### src/rtl/segway_pkg.sv
// Shared constants and types for the balance-controller datapath.
package segway_pkg;

  localparam int SPD_W = 12;

  localparam logic [11:0] STEER_MIN = 12'h200;
  localparam logic [11:0] STEER_MAX = 12'hE00;
  localparam logic [11:0] STEER_MID = 12'h7FF;

  typedef logic signed [SPD_W-1:0] spd_t;

  function automatic logic [11:0] clip_steer(input logic [11:0] pot);
    if (pot < STEER_MIN)      return STEER_MIN;
    else if (pot > STEER_MAX) return STEER_MAX;
    else                      return pot;
  endfunction

endpackage

### src/rtl/sat_signed.sv
// Signed saturator: clamps an IN_W-bit signed value into OUT_W bits.
module sat_signed #(
  parameter int IN_W  = 14,
  parameter int OUT_W = 12
) (
  input  logic signed [IN_W-1:0]  din,
  output logic signed [OUT_W-1:0] dout
);

  localparam logic signed [IN_W-1:0] MAX_V = {{(IN_W-OUT_W+1){1'b0}}, {(OUT_W-1){1'b1}}};
  localparam logic signed [IN_W-1:0] MIN_V = ~MAX_V;

  always_comb begin
    if (din > MAX_V)      dout = MAX_V[OUT_W-1:0];
    else if (din < MIN_V) dout = MIN_V[OUT_W-1:0];
    else                  dout = din[OUT_W-1:0];
  end

endmodule

### src/rtl/balance_spd_calc.sv
// Scales the PID word by soft-start, mixes steering, saturates to wheel speeds.
// Optional motor deadzone compensation is built when DEADZONE_COMP_EN is defined.
module balance_spd_calc
  import segway_pkg::*;
#(
  parameter logic [11:0] MIN_DUTY     = 12'd96,
  parameter logic [11:0] TOO_FAST_THR = 12'd1536,
  parameter int          TOO_FAST_CNT = 4
) (
  input  logic               clk,
  input  logic               rst_n,
  input  logic               pwr_up,
  input  logic               vld_in,
  input  logic signed [11:0] PID_cntrl,
  input  logic        [7:0]  ss_tmr,
  input  logic        [11:0] steer_pot,
  input  logic               en_steer,
  output logic signed [11:0] lft_spd,
  output logic signed [11:0] rght_spd,
  output logic               vld_out,
  output logic               too_fast
);

  localparam logic [3:0] CNT_MAX = 4'(TOO_FAST_CNT);

  logic               v1_q, v2_q;
  spd_t               pid_ss_q, steer_adj_q;
  logic signed [12:0] lft_t_q, rght_t_q;
  logic        [3:0]  cnt_q;

  logic signed [20:0] prod;
  logic signed [12:0] steer_diff;
  spd_t               pid_ss_d, steer_adj_d;
  logic signed [12:0] lft_t_d, rght_t_d;
  logic signed [13:0] lft_sh, rght_sh;
  spd_t               lft_sat, rght_sat;
  logic               over;
  logic        [3:0]  cnt_d;

  function automatic logic signed [13:0] shape(input logic signed [12:0] t);
    logic signed [13:0] te;
    te = 14'(t);
`ifdef DEADZONE_COMP_EN
    if (t > 0)      return te + $signed({2'b00, MIN_DUTY});
    else if (t < 0) return te - $signed({2'b00, MIN_DUTY});
    else            return '0;
`else
    return te;
`endif
  endfunction

  function automatic logic over_thr(input spd_t v);
    logic signed [12:0] v13, thr;
    v13 = 13'(v);
    thr = $signed({1'b0, TOO_FAST_THR});
    return (v13 > thr) || (v13 < -thr);
  endfunction

  // >>> on signed operands floors toward negative infinity, matching the scaling intent
  always_comb begin
    prod        = 21'(PID_cntrl) * 21'($signed({1'b0, ss_tmr}));
    pid_ss_d    = 12'(prod >>> 8);
    steer_diff  = $signed(13'(clip_steer(steer_pot)) - 13'(STEER_MID));
    steer_adj_d = en_steer ? 12'(steer_diff >>> 3) : '0;
    lft_t_d     = 13'(pid_ss_q) + 13'(steer_adj_q);
    rght_t_d    = 13'(pid_ss_q) - 13'(steer_adj_q);
    lft_sh      = shape(lft_t_q);
    rght_sh     = shape(rght_t_q);
  end

  sat_signed #(.IN_W(14), .OUT_W(SPD_W)) u_sat_lft  (.din(lft_sh),  .dout(lft_sat));
  sat_signed #(.IN_W(14), .OUT_W(SPD_W)) u_sat_rght (.din(rght_sh), .dout(rght_sat));

  always_comb begin
    over  = over_thr(lft_sat) || over_thr(rght_sat);
    cnt_d = '0;
    if (over) cnt_d = (cnt_q == CNT_MAX) ? cnt_q : cnt_q + 4'd1;
  end

  always_ff @(posedge clk or negedge rst_n) begin
    if (!rst_n) begin
      v1_q        <= 1'b0;
      v2_q        <= 1'b0;
      vld_out     <= 1'b0;
      pid_ss_q    <= '0;
      steer_adj_q <= '0;
      lft_t_q     <= '0;
      rght_t_q    <= '0;
      lft_spd     <= '0;
      rght_spd    <= '0;
      cnt_q       <= '0;
      too_fast    <= 1'b0;
    end else if (!pwr_up) begin
      v1_q        <= 1'b0;
      v2_q        <= 1'b0;
      vld_out     <= 1'b0;
      pid_ss_q    <= '0;
      steer_adj_q <= '0;
      lft_t_q     <= '0;
      rght_t_q    <= '0;
      lft_spd     <= '0;
      rght_spd    <= '0;
      cnt_q       <= '0;
      too_fast    <= 1'b0;
    end else begin
      v1_q    <= vld_in;
      v2_q    <= v1_q;
      vld_out <= v2_q;
      if (vld_in) begin
        pid_ss_q    <= pid_ss_d;
        steer_adj_q <= steer_adj_d;
      end
      if (v1_q) begin
        lft_t_q  <= lft_t_d;
        rght_t_q <= rght_t_d;
      end
      // persistence filter only advances when a new result lands
      if (v2_q) begin
        lft_spd  <= lft_sat;
        rght_spd <= rght_sat;
        cnt_q    <= cnt_d;
        too_fast <= (cnt_d == CNT_MAX);
      end
    end
  end

endmodule

### config.mk
export PLATFORM = sky130hd
export DESIGN_NAME = balance_spd_calc
export DESIGN_NICKNAME = d
export VERILOG_FILES = /design/src/rtl/segway_pkg.sv /design/src/rtl/sat_signed.sv /design/src/rtl/balance_spd_calc.sv
export SDC_FILE = /design/constraint.sdc
export NUM_CORES = 1
export LEC_CHECK = 0
export CAP_MARGIN = 20
export CORE_MARGIN = 2
export CORE_UTILIZATION = 25
export DETAILED_ROUTE_END_ITERATION = 8
export PLACE_DENSITY = 0.48
export SLEW_MARGIN = 0
export SYNTH_ARGS = -nofsm -noshare
export SYNTH_HDL_FRONTEND = slang
export SYNTH_SLANG_ARGS = --single-unit
### constraint.sdc
create_clock -name clk -period 5.2 [get_ports clk]
set_clock_uncertainty 0.15 [all_clocks]
set_input_delay 1.56 -clock clk [delete_from_list [all_inputs] [get_ports clk]]
set_output_delay 1.56 -clock clk [all_outputs]
set_load 0.01 [all_outputs]
== Yosys cells after proc, flatten, opt, wreduce, memory -nomap -nowiden ==
Cells that the tools add are included.

* Output and inout bits: 26
* Input bits: 37
* Register bits after elaboration: 82
* Word-level logic and storage cells: 62

* Magnitude comparators: 10
* Reductions and logical operators: 3
* $add $sub $neg: 4
* Muxes and demuxes: 28
* Equality and inequality tests: 5
* Multiply operators: 1

{| class="wikitable"
|+ Operators with widths
! cell !! number
|-
| 2-to-1 mux 12 bit || 15
|-
| 2-to-1 mux 13 bit || 4
|-
| > comparator 12 bit, second input constant || 3
|-
| > comparator 13 x 12 -> 1 bit, second input constant || 2
|-
| less-than comparator 13 x 12 -> 1 bit, second input constant || 2
|-
| less-than comparator 12 bit, second input constant || 2
|-
| multiplier 12 x 9 -> 20 bit || 1
|-
| 2-to-1 mux 4 bit || 4
|-
| adder 12 x 12 -> 13 bit || 1
|-
| subtractor 12 x 11 -> 13 bit, second input constant || 1
|-
| subtractor 12 x 12 -> 13 bit || 1
|-
| less-than comparator 12 x 10 -> 1 bit, second input constant || 1
|-
| equality test 4 x 3 -> 1 bit, second input constant || 2
|-
| != test 2 x 1 -> 1 bit, second input constant || 3
|-
| 2-to-1 mux 1 bit || 5
|-
| adder 4 x 1 -> 4 bit, second input constant || 1
|-
| logical OR 1 bit || 3
|}

== Longest topological paths before layout ==
Gate-level depths: netlist (run 1).

* Depth in word-level cells: 10
* Mapped depth: 18
* Gate-level depth less buffers: 17

== Modules after synthesis ==
Synthesis (run 1) repeated with hierarchy kept, for this count alone.

* Cells, all modules: 923
* Area, all modules: 8,285.4 µm²

{| class="wikitable"
|+ Modules (own cells, without submodules)
! module !! cells an instance !! area each (µm²) !! seq. area each (µm²) !! instances
|-
| balance_spd_calc || 843 || 7,812.5 || 1,976.9 || 1
|-
| sat_signed || 40 || 236.5 || 0.0 || 2
|}

== Worst setup path before layout (run 1) ==
No wires, ideal clock.

* Kind: input port to flip-flop
* Start point: input ss_tmr[4]
* End point: register pid_ss_q[9]
* Setup time: 0.122 ns
* Buffers on the path: 1
* Data required time: 4.928 ns
* Slack: -0.834 ns
* Cell stages on the path: 17
* Arrival time: 5.762 ns
* Cells stage by stage: clkbuf_1 and2_1 fa_1 inv_1 fa_1 inv_1 fa_1 inv_1 fa_1 inv_1 ha_1 nand2_1 o311ai_0 or4_1 nor2_1 o21ai_0 a32o_1

* Longest elaborated chain between the ends: 3

{| class="wikitable"
|+ Ends and longest elaborated chain
! item !! RTL line !! source
|-
| from (decl) || balance_spd_calc.sv:15 || <nowiki>input logic [7:0] ss_tmr,</nowiki>
|-
| multiplier 12 x 9 -> 20 bit || balance_spd_calc.sv:61 || <nowiki>prod = 21'(PID_cntrl) * 21'($signed({1'b0, ss_tmr}));</nowiki>
|-
| 2-to-1 mux 12 bit || balance_spd_calc.sv:109 || <nowiki>if (vld_in) begin</nowiki>
|-
| 2-to-1 mux 12 bit || balance_spd_calc.sv:93 || <nowiki>end else if (!pwr_up) begin</nowiki>
|-
| to (signal assigned) || balance_spd_calc.sv:110 || <nowiki>pid_ss_q <= pid_ss_d;</nowiki>
|-
| to (decl) || balance_spd_calc.sv:27 || <nowiki>spd_t pid_ss_q, steer_adj_q;</nowiki>
|}

Every way passes these cells. The select of a mux whose other input is x is not followed.
A chain may end at the register's enable or synchronous reset.

== Worst setup path in the final report (run 1) ==
* Start point: input ss_tmr[5]
* End point: register pid_ss_q[9]

The elaborated chain is that of the path after synthesis.

==> results of run 1 <==
cells in the final DEF (no fill, tap or decap), drive strengths merged, types with 4 or more instances in the layout:
master and instances:
buf 114, o31ai 4, and2 50, a211oi 10, xnor2 15, a21oi 35, dfrtp 79, a31oi 18
inv 139, o2111ai 4, nand2 101, xor2 10, a311oi 6, or3 8, clkbuf 17, nand4 7
clkdlybuf4s50 41, o211ai 7, fa 77, nand2b 4, and3 5, a21o 5, nand3 21, mux2i 8
o21ai 73, o21a 5, nor4 5, nor3 19, nor2b 4, ha 61, nor2 51, nand3b 7
worst max path at each step:
stage | from | to | slack, ps | cells past startpoint
final | ss_tmr[5] | pid_ss_q[9] | -280 | 18
after global routing | ss_tmr[5] | pid_ss_q[9] | -410 | 18
after CTS | ss_tmr[3] | pid_ss_q[9] | -280 | 20
after detailed placement | ss_tmr[5] | pid_ss_q[9] | -1280 | 17
after global placement | ss_tmr[5] | pid_ss_q[9] | -1230 | 18
after floorplan | ss_tmr[5] | pid_ss_q[9] | -510 | 17
per-layer routing:
metal / vias up / track usage, %
met5: - / 0
met4: 0 / 2.94
met3: 14 / 0.913
met2: 91 / 22.2
met1: 3247 / 17.7
li1: 3349 / -
registers in the layout, indices dropped and copies added, names as in the netlist:
name,cells
cnt_q,4
lft_spd,12
lft_t_q,13
pid_ss_q,12
rght_spd,12
rght_t_q,12
steer_adj_q,10
too_fast,1
v1_q,1
v2_q,1
vld_out,1
cells by family (layout without fill, tap and decap cells):
kind of cell | count (synthesis) | after routing | synth area share [%]
simple gates | 292 | 292 | 17.9
flops | 79 | 79 | 24.7
mux | 8 | 8 | 1.00
fa+ha+maj | 138 | 138 | 28.8
xor+xnor | 25 | 25 | 2.74
buf+inv | 178 | 319 | 8.47
compound gates | 201 | 201 | 16.3
area by class of cell:
cell class,count,area [sq um]
clock buffers,14,254
flip-flops and latches,79,1980
multi-input cells,664,5800
fillers,3292,21000
well taps,402,503
clock inverters,1,5.00
repair buffers,163,1510
inverters,141,534
critical path, delay by kind of cell:
family,cells,cell delay [ps]
AOI/OAI and AO/OA,3,430
adders and majority gates,5,2360
buffers and inverters,6,420
and+or+nand+nor,4,790
report_power, final:
group	switching [mW]	leakage, nW	total [mW]	internal, mW
Sequential	0.0971	1.07	0.787	0.690
Clock	0.244	0.127	0.578	0.334
Combinational	1.68	3.68	3.27	1.59
Total	2.02	4.88	4.63	2.62
metrics by stage:
step | TNS, ps | utilization (%) | worst slack, ps | power (mW)
after floorplan | -2670 | - | -515 | 2.64
after global placement | -12500 | 30.7 | -1230 | 3.55
after detailed placement | -12730 | 30.7 | -1280 | 3.55
after CTS | -1380 | 32.7 | -279 | 4.47
after global routing | -3190 | 33.5 | -413 | 5.05
final | -1460 | 33.5 | -282 | 4.63
timing repair:
| item | CTS | global route |
|---|---|---|
| setup endpoints to repair | 12 | 12 |
| resized for setup | 162 | 44 |
| hold buffers | 0 | 0 |
| setup buffers | 16 | 11 |
| pin swaps | 78 | 37 |
| cloned | 1 | 0 |
==> summary.md, run 1 <==
| Metric | Value |
|---|---|
| Flops & latches, synth | `79` |
| Crit path launch type | `input pin` |
| Die footprint | `~33000 sq um` |
| Register-to-Register Path Depth | `8` |
| Count leader, synth | `inv_1` |
| Skew-Pair Late Insertion Delay | `~340 ps` |
| Asr flop ratio synth | `between 90% and 100%` |
| Diode count | `0` |
| R2r setup slk | `approximately 2400 ps` |
| GRT overflow | `0` |
| Clock transition at path regs | `60 ps` |
| Relative slew margins | `45.7%` |
| Fmax | `between 0.15 and 0.2 GHz` |
| All-Layer GR Usage | `12.9%` |
| Kind of critical path | `in -> reg` |
| Drt first-iter violations | `307` |
| DRC viols | `0` |
| Root Buffer | `clkbuf_16` |
| Pwr dens | `438 nW/um^2` |
| CTS Buf Count | `9` |
| Placed cells | `~1400` |
| Seq/Total Area, Yosys | `24.7%` |
| Per-cell routed wire length | `approximately 14 um` |
| Top cells by area, synth | `dfrtp_1 25%, fa_1 19%, ha_1 9.5%` |
| Largest net degree at the start of global routing | `80` |
| Syn Inst Count | `slightly above 900` |
| GP Congestion | `about 0.8` |
| Reg-to-reg startpoint | `pid_ss_q[0]` |
| Distinct cell type count after synthesis | `67` |
| Tcrit/Tclk final | `105%` |
| WHS Path Cells | `2` |
| Static Leak | `4.88 nW` |
| First-pass GRT wire length | `approximately 35000 um` |
| CTS tree | `yes` |
| Hold Crit Class | `reg -> reg` |
| DRT Wirelength | `20800 um` |
| Top sig layer | `met4` |
| Core Rows | `65` |
| Synthesized Nets | `approximately 1100` |
| Layout cell share with drive strength beyond 1 | `a little over a fifth` |
| Metal3 WL | `442 um` |
| Fin. Hold Viols | `0` |
| RR Endpoint | `lft_t_q[10]` |
| Status | `finished, violations left` |
| Final net count | `about 1200` |
| Slowest CP cell | `fa_1` |
| Remaining antenna violation count | `0` |
| Clock sinks | `between 70 and 80` |
| Failing checks | `negative setup slack` |
| # setup viols final | `10` |
| RSZ-0062 raised after global routing | `true` |
| DR WL met2 | `10100 um` |
| Initial antenna violation count | `0` |
| Core ar. | `around 32000 sq um` |
| Actual slew at the worst max-slew pin | `813 ps` |
| Area Overhead vs Synth | `32.4%` |
| Yosys top cell area share | `~25%` |
| Post-route cell area | `10600 sq um` |
| DP HPWL | `roughly 16000 um` |
| Final min period | `5480 ps` |
| Synth warn | `0` |
| Routed met1 length | `9980 um` |
| Num ports | `63` |
| Hold_sp | `too_fast` |
| Final hold slack | `roughly 340 ps` |
| WHS Endpoint | `too_fast` |
| Chip width | `roughly 180 um` |
| Largest area contributor in the netlist | `dfrtp_1` |
| H-tree depth | `3` |
| Vias post-DR | `~6700` |
| I/O Buffers | `just over 60` |
| DP Area | `between 9000 and 10000 sq um` |
| Required @ worst endpoint | `roughly 5300 ps` |
| Post-Synthesis Cell Area | `7990 sq um` |
| CP Cell Sequence | `buf_12 > buf_6 > and2_4 > fa_1 > inv_2 > fa_1 > inv_2 > fa_1 > inv_1 > fa_1 > inv_2 > ha_4 > nand2_4 > o311ai_4 > or4_4 > nor2_4 > o21ai_1 > a32o_1` |
| Final Max Slew Viols | `0` |
| EDFF count, synth | `0` |
| Die height | `roughly 180 um` |
| Commonest cells post-synth | `139 x inv_1, 101 x nand2_1, 79 x dfrtp_1` |
| Crit path DAT | `5560 ps` |
| Crit path capture type | `register` |
| Max clock buf depth | `2` |
| Top FF cell, synth | `dfrtp_1` |
| Peak VDD IR | `~0.24 mV` |
| Vias in the first global route | `between 6000 and 7000` |
| Avg Cell Area, Syn | `~8.7 sq um` |
| Finished Layout Cells | `between 1000 and 1500` |
| Vias/cell | `roughly 4.6` |
| Max Cap Viol | `0` |
| Largest stage delay on the critical path | `570 ps` |
| Most common cell on crit path | `fa_1` |
| Initial Util | `~25%` |
| CP max FO | `7` |
| Final worst setup slack | `-282 ps` |
| Drt pass-1 iters | `6` |
Power figures use the tool's default switching activity.
==> inputs of run 2 (changes only) <==
- clock period: 5.2 -> 5.8 ns (I/O delays scaled with it)
==> run 2 against run 1 <==
Net effect: the flow now finishes without violations; non-clock buffer count shrank 18; worst setup slack better by 400 ps; routed wire length down 3.5%; sequential cell count did not move; utilization decreased by 1.3 points; global-route usage fell by 0.20 points; count of clock-buffer cells in the layout fell by 3; worst hold slack worse by 6.1 ps; critical endpoint unchanged; largest cell class unchanged.
==> summary.md, run 2 (synthesis gave the netlist of run 1 again) <==
| Metric | Value |
|---|---|
| CTS Buf Count | `9` |
| Relative slew margins | `a little under half` |
| Fmax | `0.176 GHz` |
| First-pass GRT wire length | `about 35000 um` |
| Max clock buf depth | `2` |
| Num ports | `between 60 and 70` |
| Reg-to-reg startpoint | `pid_ss_q[0]` |
| CTS tree | `yes` |
| Core ar. | `approximately 32000 sq um` |
| H-tree depth | `3` |
| Final worst setup slack | `120 ps` |
| Register-to-Register Path Depth | `8` |
| # setup viols final | `0` |
| Max reg flops | `13` |
| Status | `completed` |
| WHS Endpoint | `too_fast` |
| Crit path DAT | `5760 ps` |
| Pwr Total | `between 3 and 4 mW` |
| Most flop-heavy register | `lft_t_q` |
| Crit path launch type | `input pin` |
| Kind of critical path | `in -> reg` |
| Vias/cell | `around 4.6` |
| Drt pass-1 iters | `5` |
| Tcrit/Tclk final | `between 90% and 100%` |
| CP max FO | `7` |
| Final net count | `roughly 1200` |
| Per-cell routed wire length | `13.9 um` |
| Fin. Hold Viols | `0` |
| Area Overhead vs Synth | `27.1%` |
| Required @ worst endpoint | `about 5900 ps` |
| Skew-Pair Late Insertion Delay | `roughly 350 ps` |
| Core Rows | `65` |
| Vias in the first global route | `6813` |
| Drt first-iter violations | `~270` |
| Chip width | `roughly 180 um` |
| Final min period | `5680 ps` |
| Hold_sp | `too_fast` |
| Remaining antenna violation count | `0` |
| Routed met1 length | `9670 um` |
| Vias post-DR | `around 6600` |
| DR WL met2 | `about 9500 um` |
| R2r setup slk | `2940 ps` |
| GRT overflow | `0` |
| Pwr dens | `between 300 and 400 nW/um^2` |
| Clock transition at path regs | `approximately 60 ps` |
| Largest net degree at the start of global routing | `80` |
| Actual slew at the worst max-slew pin | `806 ps` |
| Metal3 WL | `approximately 570 um` |
| Layout cell share with drive strength beyond 1 | `roughly 17%` |
| Crit path capture type | `register` |
| RSZ-0062 raised after global routing | `false` |
| Initial antenna violation count | `0` |
| Hold Crit Class | `reg -> reg` |
| DRT Wirelength | `~20000 um` |
| GP Congestion | `slightly above 0.8` |
| Commonest non-fill, non-tap cell in the layout | `inv_1` |
| Die height | `around 180 um` |
| Final Max Slew Viols | `0` |
| DRC viols | `0` |
| Initial Util | `between 20% and 30%` |
| WHS Path Cells | `2` |
| Static Leak | `4.73 nW` |
| Final Util | `32.2%` |
| All-Layer GR Usage | `between 10% and 20%` |
| DP HPWL | `~16000 um` |
| Diode count | `0` |
| Commonest cells after routing, fill and taps aside | `127 x inv_1, 89 x nand2_1, 79 x dfrtp_1` |
| Peak VDD IR | `between 0.2 and 0.25 mV` |
| Root Buffer | `clkbuf_16` |
| CTS Hold Bufs | `0` |
| I/O Buffers | `62` |
| Top sig layer | `met4` |
| Die footprint | `around 33000 sq um` |
| Pre-CTS setup slack | `-914 ps` |
| RR Endpoint | `lft_t_q[10]` |
| Max Cap Viol | `0` |
| Clock sinks | `around 80` |
## run 2: changes by cell type in the layout (fill, tap and decap cells not counted), moves of 5 or more
cell,previous run,this run
buf_6,23,11
clkbuf_2,0,8
ha_1,46,51
inv_1,116,127
inv_2,21,11
nand2_2,3,8
nand2_4,9,4
o21ai_0,58,63
## run 2: power breakdown
group          switching [mW]  internal, mW
Clock                   0.230         0.385
Combinational            1.36          1.24
Sequential             0.0874         0.619
Total                    1.68          2.24
## run 2: worst max path at each step
stage	startpoint	to	slack (ps)	depth (start not counted)
after floorplan	ss_tmr[5]	pid_ss_q[9]	-100	17
after global routing	ss_tmr[3]	pid_ss_q[9]	0.3	17
after CTS	PID_cntrl[7]	pid_ss_q[4]	2	16
final	ss_tmr[2]	pid_ss_q[9]	120	16
after detailed placement	ss_tmr[5]	pid_ss_q[4]	-910	16
after global placement	ss_tmr[5]	pid_ss_q[4]	-850	16
## run 2: worst max-delay path: stages
cell	delay, ps
buf_4	130
nand2_1	90
fa_1	550
inv_2	40
fa_1	490
fa_1	510
inv_2	40
fa_1	510
inv_2	40
ha_4	210
a211oi_4	280
nor3b_4	100
or4_1	540
nor2_2	160
o21ai_1	70
a32o_1	250
## run 2: layout make-up
| type | instances | area (sq um) |
|---|---|---|
| Sequential cell | 79 | 1980 |
| Timing Repair Buffer | 145 | 1230 |
| Inverter | 141 | 532 |
| Tap cell | 402 | 503 |
| Multi-Input combinational cell | 664 | 5610 |
| Clock inverter | 3 | 68.8 |
| Clock buffer | 11 | 243 |
| Fill cell | 3296 | 21400 |
## run 2: repair_timing
item,CTS,global route
gates resized for setup,68,71
endpoints found under the setup margin,12,10
buffers inserted,5,3
pin swaps,30,33
## run 2: metrics by stage
stage	cell area [sq um]	hold WS, ps	setup TNS, ps	instances
after CTS	10100	344	0	1441
after detailed placement	9650	331	-9260	1422
after global routing	10200	362	0	1445
after global placement	9650	328	-8920	1422
final	10200	332	0	1445
after floorplan	8160	325	-114	921
## run 2: per-layer routing
| metal | track usage (%) | vias up |
|---|---|---|
| met4 | 2.91 | 0 |
| li1 | - | 3319 |
| met3 | 1.81 | 16 |
| met1 | 17.2 | 3217 |
| met5 | 0 | - |
| met2 | 21.4 | 88 |
